## config.mk

```make
export PLATFORM = sky130hd
export DESIGN_NAME = btn_debounce
export DESIGN_NICKNAME = d
export VERILOG_FILES = /design/src/rtl/btn_debounce.sv
export SDC_FILE = /design/constraint.sdc
export NUM_CORES = 1
export LEC_CHECK = 0
export BUFFER_PORTS_ARGS = -buffer_cell sky130_fd_sc_hd__buf_4
export CORE_AREA = 2 2 126 128
export CTS_BUF_LIST = sky130_fd_sc_hd__clkbuf_4
export CTS_CLUSTER_SIZE = 30
export DETAILED_ROUTE_END_ITERATION = 6
export DIE_AREA = 0 0 128 130
export GPL_ROUTABILITY_DRIVEN = 1
export PLACE_DENSITY = 0.77
export SYNTH_ARGS = -nofsm -noshare
export SYNTH_HDL_FRONTEND = slang
export SYNTH_SLANG_ARGS = --single-unit
```

## constraint.sdc

```tcl
create_clock -name clk -period 4.6 [get_ports clk]
set_input_delay 0.92 -clock clk [delete_from_list [all_inputs] [get_ports clk]]
set_output_delay 0.92 -clock clk [all_outputs]
set_load 0.05 [all_outputs]
```

## src/rtl/btn_debounce.sv

```systemverilog
// Multi-channel push-button conditioner: two-flop synchroniser, stable-count
// debounce, and registered press / release / auto-repeat hold pulses per channel.
module btn_debounce #(
    parameter int NUM_BTN    = 4,
    parameter int CNT_MAX    = 500000,
    parameter int HOLD_CYC   = 50000000,
    parameter int REPEAT_CYC = 10000000
) (
    input  logic               clk,
    input  logic               rst,
    input  logic [NUM_BTN-1:0] btn_raw,
    output logic [NUM_BTN-1:0] btn_level,
    output logic [NUM_BTN-1:0] btn_press,
    output logic [NUM_BTN-1:0] btn_release,
    output logic [NUM_BTN-1:0] btn_hold
);

    localparam int CNT_W = $clog2(CNT_MAX + 1);
    localparam int HMAX  = (HOLD_CYC > REPEAT_CYC) ? HOLD_CYC : REPEAT_CYC;
    localparam int HW    = $clog2(HMAX + 1);

    localparam logic [CNT_W-1:0] CNT_ZERO  = CNT_W'(0);
    localparam logic [CNT_W-1:0] CNT_ONE   = CNT_W'(1);
    localparam logic [CNT_W-1:0] CNT_LIM   = CNT_W'(CNT_MAX - 1);
    localparam logic [HW-1:0]    HOLD_ZERO = HW'(0);
    localparam logic [HW-1:0]    HOLD_ONE  = HW'(1);
    localparam logic [HW-1:0]    HOLD_LIM  = HW'(HOLD_CYC - 1);
    localparam logic [HW-1:0]    REP_LIM   = HW'((REPEAT_CYC > 0) ? (REPEAT_CYC - 1) : 0);
    localparam bit               REP_EN    = (REPEAT_CYC > 0);

    logic [NUM_BTN-1:0] sync1_r;
    logic [NUM_BTN-1:0] sync2_r;
    logic [NUM_BTN-1:0] level_s;
    logic [NUM_BTN-1:0] press_s;
    logic [NUM_BTN-1:0] release_s;
    logic [NUM_BTN-1:0] hold_s;

    // Two-flop synchroniser for the asynchronous panel inputs
    always_ff @(posedge clk) begin
        if (rst) begin
            sync1_r <= {NUM_BTN{1'b0}};
            sync2_r <= {NUM_BTN{1'b0}};
        end else begin
            sync1_r <= btn_raw;
            sync2_r <= sync1_r;
        end
    end

    for (genvar i = 0; i < NUM_BTN; i++) begin : g_chan
        logic             deb_r;
        logic             deb_s;
        logic [CNT_W-1:0] deb_cnt_r;
        logic [CNT_W-1:0] deb_cnt_s;
        logic [HW-1:0]    hold_cnt_r;
        logic [HW-1:0]    hold_cnt_s;
        logic             rep_phase_r;
        logic             rep_phase_s;
        logic             hold_evt_s;

        // Debounce: accept the synchronised level after CNT_MAX consecutive differing samples
        always_comb begin
            deb_s     = deb_r;
            deb_cnt_s = CNT_ZERO;
            if (sync2_r[i] == deb_r) begin
                deb_s     = deb_r;
                deb_cnt_s = CNT_ZERO;
            end else if (deb_cnt_r == CNT_LIM) begin
                deb_s     = ~deb_r;
                deb_cnt_s = CNT_ZERO;
            end else begin
                deb_s     = deb_r;
                deb_cnt_s = deb_cnt_r + CNT_ONE;
            end
        end

        // Hold timing: first pulse HOLD_CYC after the press edge, then every REPEAT_CYC.
        // btn_level still low while deb_r is high marks the press edge itself.
        always_comb begin
            hold_cnt_s  = hold_cnt_r;
            rep_phase_s = rep_phase_r;
            hold_evt_s  = 1'b0;
            if (!deb_r) begin
                hold_cnt_s  = HOLD_ZERO;
                rep_phase_s = 1'b0;
            end else if (!btn_level[i]) begin
                hold_cnt_s  = HOLD_ZERO;
                rep_phase_s = 1'b0;
            end else if (!rep_phase_r) begin
                if (hold_cnt_r == HOLD_LIM) begin
                    hold_evt_s  = 1'b1;
                    hold_cnt_s  = HOLD_ZERO;
                    rep_phase_s = 1'b1;
                end else begin
                    hold_cnt_s  = hold_cnt_r + HOLD_ONE;
                end
            end else if (!REP_EN) begin
                hold_cnt_s = hold_cnt_r;
            end else if (hold_cnt_r == REP_LIM) begin
                hold_evt_s = 1'b1;
                hold_cnt_s = HOLD_ZERO;
            end else begin
                hold_cnt_s = hold_cnt_r + HOLD_ONE;
            end
        end

        // Per-channel debounce and hold state
        always_ff @(posedge clk) begin
            if (rst) begin
                deb_r       <= 1'b0;
                deb_cnt_r   <= CNT_ZERO;
                hold_cnt_r  <= HOLD_ZERO;
                rep_phase_r <= 1'b0;
            end else begin
                deb_r       <= deb_s;
                deb_cnt_r   <= deb_cnt_s;
                hold_cnt_r  <= hold_cnt_s;
                rep_phase_r <= rep_phase_s;
            end
        end

        assign level_s[i]   = deb_r;
        assign press_s[i]   = deb_r & ~btn_level[i];
        assign release_s[i] = ~deb_r & btn_level[i];
        assign hold_s[i]    = hold_evt_s;
    end

    // Registered outputs; btn_level doubles as the edge-detect history
    always_ff @(posedge clk) begin
        if (rst) begin
            btn_level   <= {NUM_BTN{1'b0}};
            btn_press   <= {NUM_BTN{1'b0}};
            btn_release <= {NUM_BTN{1'b0}};
            btn_hold    <= {NUM_BTN{1'b0}};
        end else begin
            btn_level   <= level_s;
            btn_press   <= press_s;
            btn_release <= release_s;
            btn_hold    <= hold_s;
        end
    end

endmodule

```

==> results of run 1 <==
## power by group
group / switching (mW) / internal, mW
registers: 0.00229 / 1.84
clock network: 0.707 / 0.776
logic: 0.0104 / 0.00646
## final timing paths
kind	slack, ns	endpoint
max reg2reg	2.07	g_chan[1].hold_cnt_r[2]
min reg2reg	0.43	sync2_r[0]
max	2.07	g_chan[1].hold_cnt_r[2]
min	0.43	sync2_r[0]
## cell type report
type	instances	area [sq um]
Inverter	18	67.6
Timing Repair Buffer	21	158
Tap cell	192	240
Multi-Input combinational cell	778	4600
Fill cell	1351	5480
Antenna cell	1	2.50
Clock buffer	72	541
Clock inverter	17	91.3
Sequential cell	212	4240
## kinds of logic (layout without fill, tap and decap cells)
logic type      count (synthesis)  after routing
flops                         212            212
simple gates                  580            580
compound gates                 15             15
other cells                     0              1
buf+inv                        45            128
xor+xnor                      167            167
fa+ha+maj                      12             12
mux                             4              4
## per-stage QoR
step	power (mW)	instance area (sq um)
floorplan	1.89	9040
global placement	1.90	9310
detailed placement	1.90	9310
CTS	3.40	9940
global route	3.49	9940
finish	3.34	9940
## cells in the final DEF (no fill, tap or decap), types with 2 or more instances in the layout
cell	synthesis	layout
nor2_1	232	232
clkinv_1	0	13
inv_2	0	2
nor4_1	21	21
nand2_1	77	77
and2_1	6	6
dfxtp_1	212	212
clkbuf_4	0	72
and3_1	28	28
nor2b_1	17	17
nand4_1	50	50
mux2i_1	4	4
a211oi_1	2	2
nor4bb_1	2	2
buf_4	0	21
ha_1	12	12
or3_1	6	6
or4b_2	3	3
inv_1	18	18
nand4b_1	2	2
or2_2	3	3
and4_1	10	10
nand3_1	69	69
a21o_1	4	4
or4_1	5	5
xor2_1	95	95
and4b_1	2	2
nor4_2	2	2
xnor2_1	72	72
a21oi_1	4	4
nor3b_1	7	7
o41ai_1	2	2
nor4b_1	7	7
nor3_1	27	27
## critical path, stage by stage (launching register included)
cell	delay (ns)
dfxtp_1	0.34
or4_1	0.53
or4_1	0.49
nor4_2	0.19
a21o_1	0.71
nor2_1	0.12
## routing by layer
layer  vias to the layer above  GRT usage  share of wire
met2                        94      0.314           0.45
li1                       3635          -              -
met4                         0     0.0769          0.025
met3                        38     0.0439          0.040
met5                         -          0              0
met1                      3147      0.241           0.48
==> impl_metrics.yaml, run 1 <==
drt:
  viasPerCell: 5.27
  drtIter0Drc: 295
  antenna_left: 0
  vias: 6914
  drc: 0
  dr.pass1.iters: 4
  finalWirelength_um: 15500
  wl_per_cell_um: 11.8
clock_network:
  htreeDepth: 2
  clockBufferDepth: 3
  cts_tree: "yes"
  numCtsBuffers: 53
  post-cts-setup-buffers: 0
  postCtsHoldBufs: 0
  clkTransAtPathRegs_ns: 0.07
  ctsResizeCount: 0
  insertion_delay_ns: 0.66
  cts_num_sinks: 212
  cts-root-buf: "clkbuf_4"
placement:
  dpl.cell_count: 1221
  dp_slack_ns: 2.09
  post-dp-hpwl_um: 10200
  gp_congestion: 0.797
  io_buffer_count: 21
sta:
  worst_pin_slew_ns: 1.27
  finalSetupTns_ns: 0
  fin_crit_ns: 2.53
  hold_violations: 0
  finalSetupViolCount: 0
  max_freq_ghz: 0.395
  setup_slack_ns: 2.07
  fin_skew_ns: 0.0329
  drv_slew: 0
  hold_slack_ns: 0.429
  max_slew_margin: 0.148
  finalCritPeriodShare: 0.550
  rsz0062_at_grt: "false"
hold_path:
  min-delay-start: "sync1_r[0]"
  whs_path_depth: 1
  hold_class: "flip-flop to flip-flop"
worst_setup_path:
  cp.arrival_ns: 3.04
  reg2reg_from: "g_chan[1].hold_cnt_r[11]"
  cp-end-kind: "flip-flop"
  critPathRequiredTime_ns: 5.11
  worstPathMaxFanout: 26
  cp-startpoint: "g_chan[1].hold_cnt_r[11]"
  crit_type: "flip-flop to flip-flop"
  worstSetupStartpointType: "flip-flop"
  ff2ff_path_depth: 5
layout:
  largest_register: "g_chan.hold_cnt_r"
  largest_reg_flops: 104
  top_regs: "g_chan.hold_cnt_r: 104 flops, g_chan.deb_cnt_r: 76 flops"
  fin_util: 0.644
  layout.cells.non_filler: 1311
  drive_above_1_share: 0.0948
  fin_nets: 1102
  synthToLayoutAreaGrowth_pct: 9.95
synth:
  netlist_top_cells_count: "nor2_1 (232), dfxtp_1 (212), xor2_1 (95)"
  synth_edf_count: 0
  synth_cell_types: 40
  synth-adder-area-share: 0.0166
  synthArstFlopShare: 0
  synth.area.mux_share: 0.00443
  synthFlopType: "dfxtp_1"
  synth_top_area_share: 0.469
  synth_compound_area_frac: 0.0113
  yosysTopAreaCell: "dfxtp_1"
  yosys_warnings: 0
  synth_nets: 1053
  synth.most_common_cell: "nor2_1"
  synth_top_family_by_area: "simple AND/OR/NAND/NOR gates"
  synth-simple-area-share: 0.314
  syn-instance-count: 1035
  synth_xor_area_frac: 0.162
  synthTopCellsByArea: "dfxtp_1 (47%), nor2_1 (9.6%), xor2_1 (9.2%), xnor2_1 (7.0%), nand3_1 (3.8%)"
  synth_area_sq_mm: 0.00904
  ys_seq_area_frac: 0.469
  avgSynthCellArea_sq_um: 8.74
  ys_ff_latch: 212
power:
  peakVddDrop_mv: 0.401
  powerDensity_mw_per_mm2: 336
  leakagePower_nw: 3.21
run_status:
  status: "finished, final reports clean"
floorplanning:
  coreArea_sq_mm: 0.0154
  die_area_sq_mm: 0.0166
  rows: 46
  start_util: 0.586
  fp.dieW_um: 128
  ios: 22
  die_h_um: 130
grt:
  gr-total-overflow: 0
  grt_pass1_vias: 6367
  antenna_found_initial: 1
  grt_use_total: 0.190
  grt_pass1_wl_um: 26800
  grt_max_degree: 27
flow_run:
  max_cap_viol_count: 0
(Power assumes the default switching activity.)
==> run 2, diff against run 1 <==
==> config.mk (replaced) <==
export PLATFORM = sky130hd
export DESIGN_NAME = btn_debounce
export DESIGN_NICKNAME = d
export VERILOG_FILES = /design/src/rtl/btn_debounce.sv
export SDC_FILE = /design/constraint.sdc
export NUM_CORES = 1
export LEC_CHECK = 0
export ABC_AREA = 1
export BUFFER_PORTS_ARGS = -buffer_cell sky130_fd_sc_hd__buf_4
export CORE_AREA = 2 2 141 143
export CTS_BUF_LIST = sky130_fd_sc_hd__clkbuf_4
export CTS_CLUSTER_SIZE = 30
export DETAILED_ROUTE_END_ITERATION = 6
export DIE_AREA = 0 0 143 145
export GPL_ROUTABILITY_DRIVEN = 1
export PLACE_DENSITY = 0.78
export SYNTH_ARGS = -nofsm -noshare
export SYNTH_HDL_FRONTEND = slang
export SYNTH_SLANG_ARGS = --single-unit
==> constraint.sdc (replaced) <==
create_clock -name clk -period 2.1 [get_ports clk]
set_input_delay 0.42 -clock clk [delete_from_list [all_inputs] [get_ports clk]]
set_output_delay 0.42 -clock clk [all_outputs]
set_load 0.05 [all_outputs]
==> run 2 against run 1 <==
Compared with the run above: non-clock buffer count up 10; area after synthesis up 23%; synthesized cell count up 63%; design area up 22%; maximum frequency up 42%; largest cell class unchanged; highest routed layer unchanged.
==> impl_metrics.yaml, run 2 <==
synth:
  synth.area.mux_share: 0
  synth_xor_area_frac: 0.0512
  yosys_warnings: 0
  synth-simple-area-share: 0.422
  synth_nets: 1701
  synthArstFlopShare: 0
  synth_compound_area_frac: 0.0511
  synth_top_area_share: 0.382
  synth_edf_count: 0
  synth.most_common_cell: "nand2_1"
  ys_seq_area_frac: 0.382
  yosysTopAreaCell: "dfxtp_1"
  synth_top_family_by_area: "simple AND/OR/NAND/NOR gates"
  synthTopCellsByArea: "dfxtp_1 (38%), nand2_1 (13%), nor2_1 (12%), inv_1 (6.4%), nand3_1 (6.3%)"
  synth-adder-area-share: 0.0135
  netlist_top_cells_count: "nand2_1 (390), nor2_1 (361), dfxtp_1 (212)"
  synth_cell_types: 37
  synth_area_sq_mm: 0.0111
  syn-instance-count: 1683
  avgSynthCellArea_sq_um: 6.61
  synthFlopType: "dfxtp_1"
  ys_ff_latch: 212
grt:
  grt_pass1_vias: 9787
  met2_usage: 0.391
  global_route.usage.met3: 0.0426
  grt_use_total: 0.237
  gr-usage-met1: 0.313
  antenna_found_initial: 1
  gr-total-overflow: 0
  grt_pass1_wl_um: 42100
  grt_max_degree: 23
  top_usage_layer: "met2"
layout:
  top_regs: "g_chan.hold_cnt_r: 104 flops, g_chan.deb_cnt_r: 76 flops"
  n_fill_cell: 1822
  largest_register: "g_chan.hold_cnt_r"
  final_cell_mix: "nand2_1 (390), nor2_1 (361), dfxtp_1 (212), inv_1 (190), nand3_1 (140)"
  regArea_sq_mm: 0.00424
  multi_input_comb_area_sq_mm: 0.00598
  synthToLayoutAreaGrowth_pct: 9.41
  drive_above_1_share: 0.0970
  layout_commonest_cell: "nand2_1"
  fin_nets: 1766
  largest_reg_flops: 104
sta:
  worst_pin_slew_ns: 0.497
  rsz0062_at_grt: "false"
  drv_slew: 0
  max_freq_ghz: 0.560
  fin_crit_ns: 1.79
  finalSetupTns_ns: 0
  finalCritPeriodShare: 0.850
  fin_skew_ns: 0.0319
  max_slew_margin: 0.666
  finalSetupViolCount: 0
  hold_violations: 0
power:
  p_sw_mw: 1.69
  p_total_mw: 7.38
  pwr-share-comb: 0.007
  clkPwrFrac: 0.447
  powerDensity_mw_per_mm2: 606
  peakVddDrop_mv: 0.496
  leakagePower_nw: 4.34
  p_int_mw: 5.70
  swShare: 0.228
  p_seq_frac: 0.547
worst_setup_path:
  crit_type: "flip-flop to flip-flop"
  critPathRequiredTime_ns: 2.63
  cp-end-kind: "flip-flop"
  worstPathMaxFanout: 20
  cp.arrival_ns: 2.32
  worstSetupStartpointType: "flip-flop"
clock_network:
  numCtsBuffers: 55
  cts_num_sinks: 212
  post-cts-setup-buffers: 0
  clkTransAtPathRegs_ns: 0.07
  cts_tree: "yes"
  clockBufferDepth: 3
  htreeDepth: 2
  cts-root-buf: "clkbuf_4"
  insertion_delay_ns: 0.67
drt:
  drc: 0
  antenna_left: 0
  viasPerCell: 5.08
  dr.pass1.iters: 7
  finalWirelength_um: 24000
  wl_per_cell_um: 11.7
  drtIter0Drc: 614
  vias: 10400
floorplanning:
  fp.dieW_um: 143
  start_util: 0.579
  coreArea_sq_mm: 0.0192
  ios: 22
  die_h_um: 145
  die_area_sq_mm: 0.0207
  rows: 51
placement:
  post-dp-hpwl_um: 17500
  io_buffer_count: 21
  gp_congestion: 0.955
run_status:
  status: "finished, final reports clean"
flow_run:
  max_cap_viol_count: 0
hold_path:
  hold_class: "primary input to flip-flop"
run 2: changes by cell type after synthesis, moves of 16 or more:
cell      delta
nand2_1    +313
inv_1      +172
nor2_1     +129
nand3_1     +71
xnor2_1     -54
a21oi_1     +51
xor2_1      -48
nor3_1      +30
and3_1      -26
o21ai_0     +23
nor4_1      -21
nor2b_1     -17
clkbuf_1    -16
run 2: path summary, 6_finish.rpt:
check                               start                       end  slack [ns]  depth (start not counted)
hold reg to reg                sync1_r[2]                sync2_r[2]        0.40                          2
setup / recovery  g_chan[2].hold_cnt_r[0]  g_chan[2].hold_cnt_r[14]        0.31                          8
hold / removal                        rst            btn_release[0]        0.10                          2
setup reg to reg  g_chan[2].hold_cnt_r[0]  g_chan[2].hold_cnt_r[14]        0.31                          8
run 2: cell type report:
type / instances / area share
multi-input cells: 1253 / 0.491
flip-flops and latches: 212 / 0.349
inverters: 195 / 0.0601
clock buffers: 75 / 0.0463
well taps: 265 / 0.0272
repair buffers: 31 / 0.0199
clock inverters: 17 / 0.00648
diodes: 1 / 0.000206
run 2: stage by stage:
stage                     hold WS, ns  utilization  worst slack (ns)  std cells  area [sq um]
after detailed placement        0.397        0.598             0.307       1952         11500
after floorplan                 0.388            -             0.609       1683         11100
after CTS                      0.0477        0.634             0.296       2048         12200
after global routing           0.0636        0.634             0.125       2049         12200
after global placement          0.391        0.598             0.393       1952         11500
final                           0.102        0.634             0.314       2049         12200
run 2: power by group through the flow:
| stage | logic (mW) | clock network [mW] | registers [mW] |
|---|---|---|---|
| finish | 0.0495 | 3.30 | 4.04 |
| global placement | 0.0434 | 0 | 4.13 |
| global route | 0.0562 | 3.62 | 4.03 |
| CTS | 0.0505 | 3.43 | 4.03 |
| detailed placement | 0.0444 | 0 | 4.13 |
| floorplan | 0.0311 | 0 | 4.12 |
run 2: kinds of logic after synthesis:
kind of cell | after synthesis
xor+xnor | 65
compound gates | 104
flops | 212
fa+ha+maj | 12
buf+inv | 218
simple gates | 1072
run 2: repair_timing:
action / in CTS / in global routing
gates resized for setup: 0 / 0
endpoints found under the hold margin: 4 / 0
hold buffers: 4 / 0
run 2: per-layer routing:
layer,share of wire,up-vias
met5,0,-
met3,0.048,51
li1,-,5491
met4,0.021,0
met2,0.45,219
met1,0.48,4658
run 2: critical path, stage by stage (launching register included):
cell     delay, ns
dfxtp_1       0.41
ha_1          0.18
inv_1         0.06
nor2_4        0.19
nand3_2       0.14
nor2_2        0.14
nand3_1       0.11
nand2_2       0.35
nor2_1        0.09
==> run 3, diff against run 2 <==
--- a/config.mk
+++ b/config.mk
@@ -13,7 +13,9 @@
 export DETAILED_ROUTE_END_ITERATION = 6
 export DIE_AREA = 0 0 143 145
 export GPL_ROUTABILITY_DRIVEN = 1
-export PLACE_DENSITY = 0.78
+export PLACE_DENSITY_LB_ADDON = 0.2
+export RECOVER_POWER = 50
+export SETUP_SLACK_MARGIN = 0.5
 export SYNTH_ARGS = -nofsm -noshare
 export SYNTH_HDL_FRONTEND = slang
 export SYNTH_SLANG_ARGS = --single-unit
==> run 3 against run 2 <==
Compared with the run above: design area rose by 6.8%; sequential power barely moved; clock skew rose by 0.0076 ns; worst setup slack improved by 0.027 ns; flip-flop and latch count did not move; via count rose by 5.7%; largest power group unchanged; highest routed layer unchanged; critical endpoint is now g_chan[3].hold_cnt_r[19]; maximum frequency rose by 1.5%; die area did not move; final cell count rose by 2.2%.
==> impl_metrics.yaml, run 3 (same netlist as run 2, synthesis figures left out) <==
floorplanning:
  ios: 22
  fp.dieW_um: 143
  rows: 51
  start_util: 0.579
  coreArea_sq_mm: 0.0192
  die_h_um: 145
  die_area_sq_mm: 0.0207
worst_setup_path:
  cp-end-kind: "flip-flop"
  r2r_setup_slack_ns: 0.34
  reg2reg_from: "g_chan[3].hold_cnt_r[1]"
  critPathMaxStageDelay_ns: 0.36
  cpMostUsedCell: "nor2_4"
  ff2ff_path_depth: 9
  critPathRequiredTime_ns: 2.65
  crit_chain: "ha_2 -> nand3_2 -> nor2_4 -> nand3_1 -> nor2_4 -> nand3_4 -> buf_4 -> nand2_4 -> nor2_1"
  worstPathMaxFanout: 5
  crit_type: "flip-flop to flip-flop"
  r2r_end: "g_chan[3].hold_cnt_r[19]"
  slowest_stage: "dfxtp_1"
  worstSetupStartpointType: "flip-flop"
  cp.arrival_ns: 2.31
layout:
  top_regs: "g_chan.hold_cnt_r: 104 flops, g_chan.deb_cnt_r: 76 flops"
  fin_nets: 1809
  synthToLayoutAreaGrowth_pct: 16.9
  largest_reg_flops: 104
  drive_above_1_share: 0.161
  largest_register: "g_chan.hold_cnt_r"
  final_cell_mix: "nand2_1 (388), nor2_1 (349), inv_1 (186), dfxtp_1 (167), nand3_1 (134)"
  layout_commonest_cell: "nand2_1"
grt:
  gr-total-overflow: 0
  grt_pass1_vias: 10200
  global_route.usage.met3: 0.0432
  met2_usage: 0.419
  antenna_found_initial: 1
  top_usage_layer: "met2"
  grt_use_total: 0.255
  grt_max_degree: 22
  grt_pass1_wl_um: 44500
  gr-usage-met1: 0.329
sta:
  fin_crit_ns: 1.76
  fin_skew_ns: 0.0395
  worst_pin_slew_ns: 0.526
  hold_slack_ns: 0.0402
  finalSetupTns_ns: 0
  finalSetupViolCount: 0
  drv_slew: 0
  rsz0062_at_grt: "true"
  max_freq_ghz: 0.569
  hold_violations: 0
  max_slew_margin: 0.647
  finalCritPeriodShare: 0.837
drt:
  drc: 0
  viasPerCell: 5.26
  finalWirelength_um: 27300
  drtIter0Drc: 616
  wl_per_cell_um: 13.0
  vias: 11000
  antenna_left: 0
  dr.pass1.iters: 5
hold_path:
  min-delay-start: "rst"
  min_to: "btn_release[1]"
  whs_path_depth: 2
  hold_class: "primary input to flip-flop"
placement:
  gp_congestion: 0.953
  post-dp-hpwl_um: 18300
  io_buffer_count: 21
flow_run:
  max_cap_viol_count: 0
power:
  powerDensity_mw_per_mm2: 574
  peakVddDrop_mv: 0.443
  leakagePower_nw: 4.64
clock_network:
  htreeDepth: 2
  cts_tree: "yes"
  numCtsBuffers: 56
  cts_num_sinks: 212
  insertion_delay_ns: 0.68
  clkTransAtPathRegs_ns: 0.07
  clockBufferDepth: 3
  cts-root-buf: "clkbuf_4"
run_status:
  status: "finished, final reports clean"
-- run 3: worst max-delay path, delay by kind of cell, from the launching register on --
kind                     cells  cell delay, ns
adder cells (fa/ha/maj)      1            0.20
AND/OR/NAND/NOR              7            0.91
flip-flops                   1            0.36
buffers and inverters        1            0.16
-- run 3: repair_timing --
item	4_1_cts	5_1_grt
gates cloned	6	7
buffers inserted	12	17
endpoints found under the hold margin	4	0
gates resized for setup	74	129
pin swaps	7	19
hold buffers	4	0
endpoints found under the setup margin	142	171
-- run 3: cell type report --
cell class / count / area, sq um
clock buffer: 71 / 533
sequential: 212 / 4310
tap: 265 / 332
inverter: 195 / 741
multi-input combinational: 1262 / 6340
fill: 1748 / 6200
antenna: 1 / 2.50
timing repair buffer: 63 / 622
clock inverter: 24 / 126
timing repair inverter: 1 / 5.00
-- run 3: worst max path at each step --
| stage | startpoint | endpoint | slack, ns | cells after the start |
|---|---|---|---|---|
| finish | g_chan[3].hold_cnt_r[1] | g_chan[3].hold_cnt_r[19] | 0.34 | 9 |
| global route | g_chan[3].deb_cnt_r[1] | g_chan[3].deb_cnt_r[9] | 0.21 | 8 |
| CTS | btn_level[0] | btn_level[0] | 0.42 | 1 |
| detailed placement | g_chan[2].hold_cnt_r[0] | g_chan[2].hold_cnt_r[22] | 0.33 | 8 |
| global placement | g_chan[2].hold_cnt_r[0] | g_chan[2].hold_cnt_r[22] | 0.37 | 8 |
| floorplan | btn_level[1] | g_chan[1].hold_cnt_r[7] | 0.61 | 6 |
-- run 3: where the power goes --
part | internal (mW) | leakage [nW] | switching, mW
clock network | 1.70 | 0.387 | 1.66
logic | 0.0231 | 2.52 | 0.0359
registers | 4.03 | 1.73 | 0.00675
total | 5.75 | 4.64 | 1.70
-- run 3: stage by stage --
step	cells	util	cell area, sq um	worst slack, ns	total power, mW
global route	2094	0.677	13000	0.210	7.79
global placement	1952	0.598	11500	0.369	4.17
detailed placement	1952	0.598	11500	0.325	4.17
CTS	2069	0.653	12500	0.420	7.59
floorplan	1683	-	11100	0.609	4.16
finish	2094	0.677	13000	0.341	7.46
-- run 3: layer usage --
metal,vias to the layer above,routed length [um]
met1,4978,11900
li1,5606,-
met5,-,0
met4,0,886
met2,354,12900
met3,80,1620
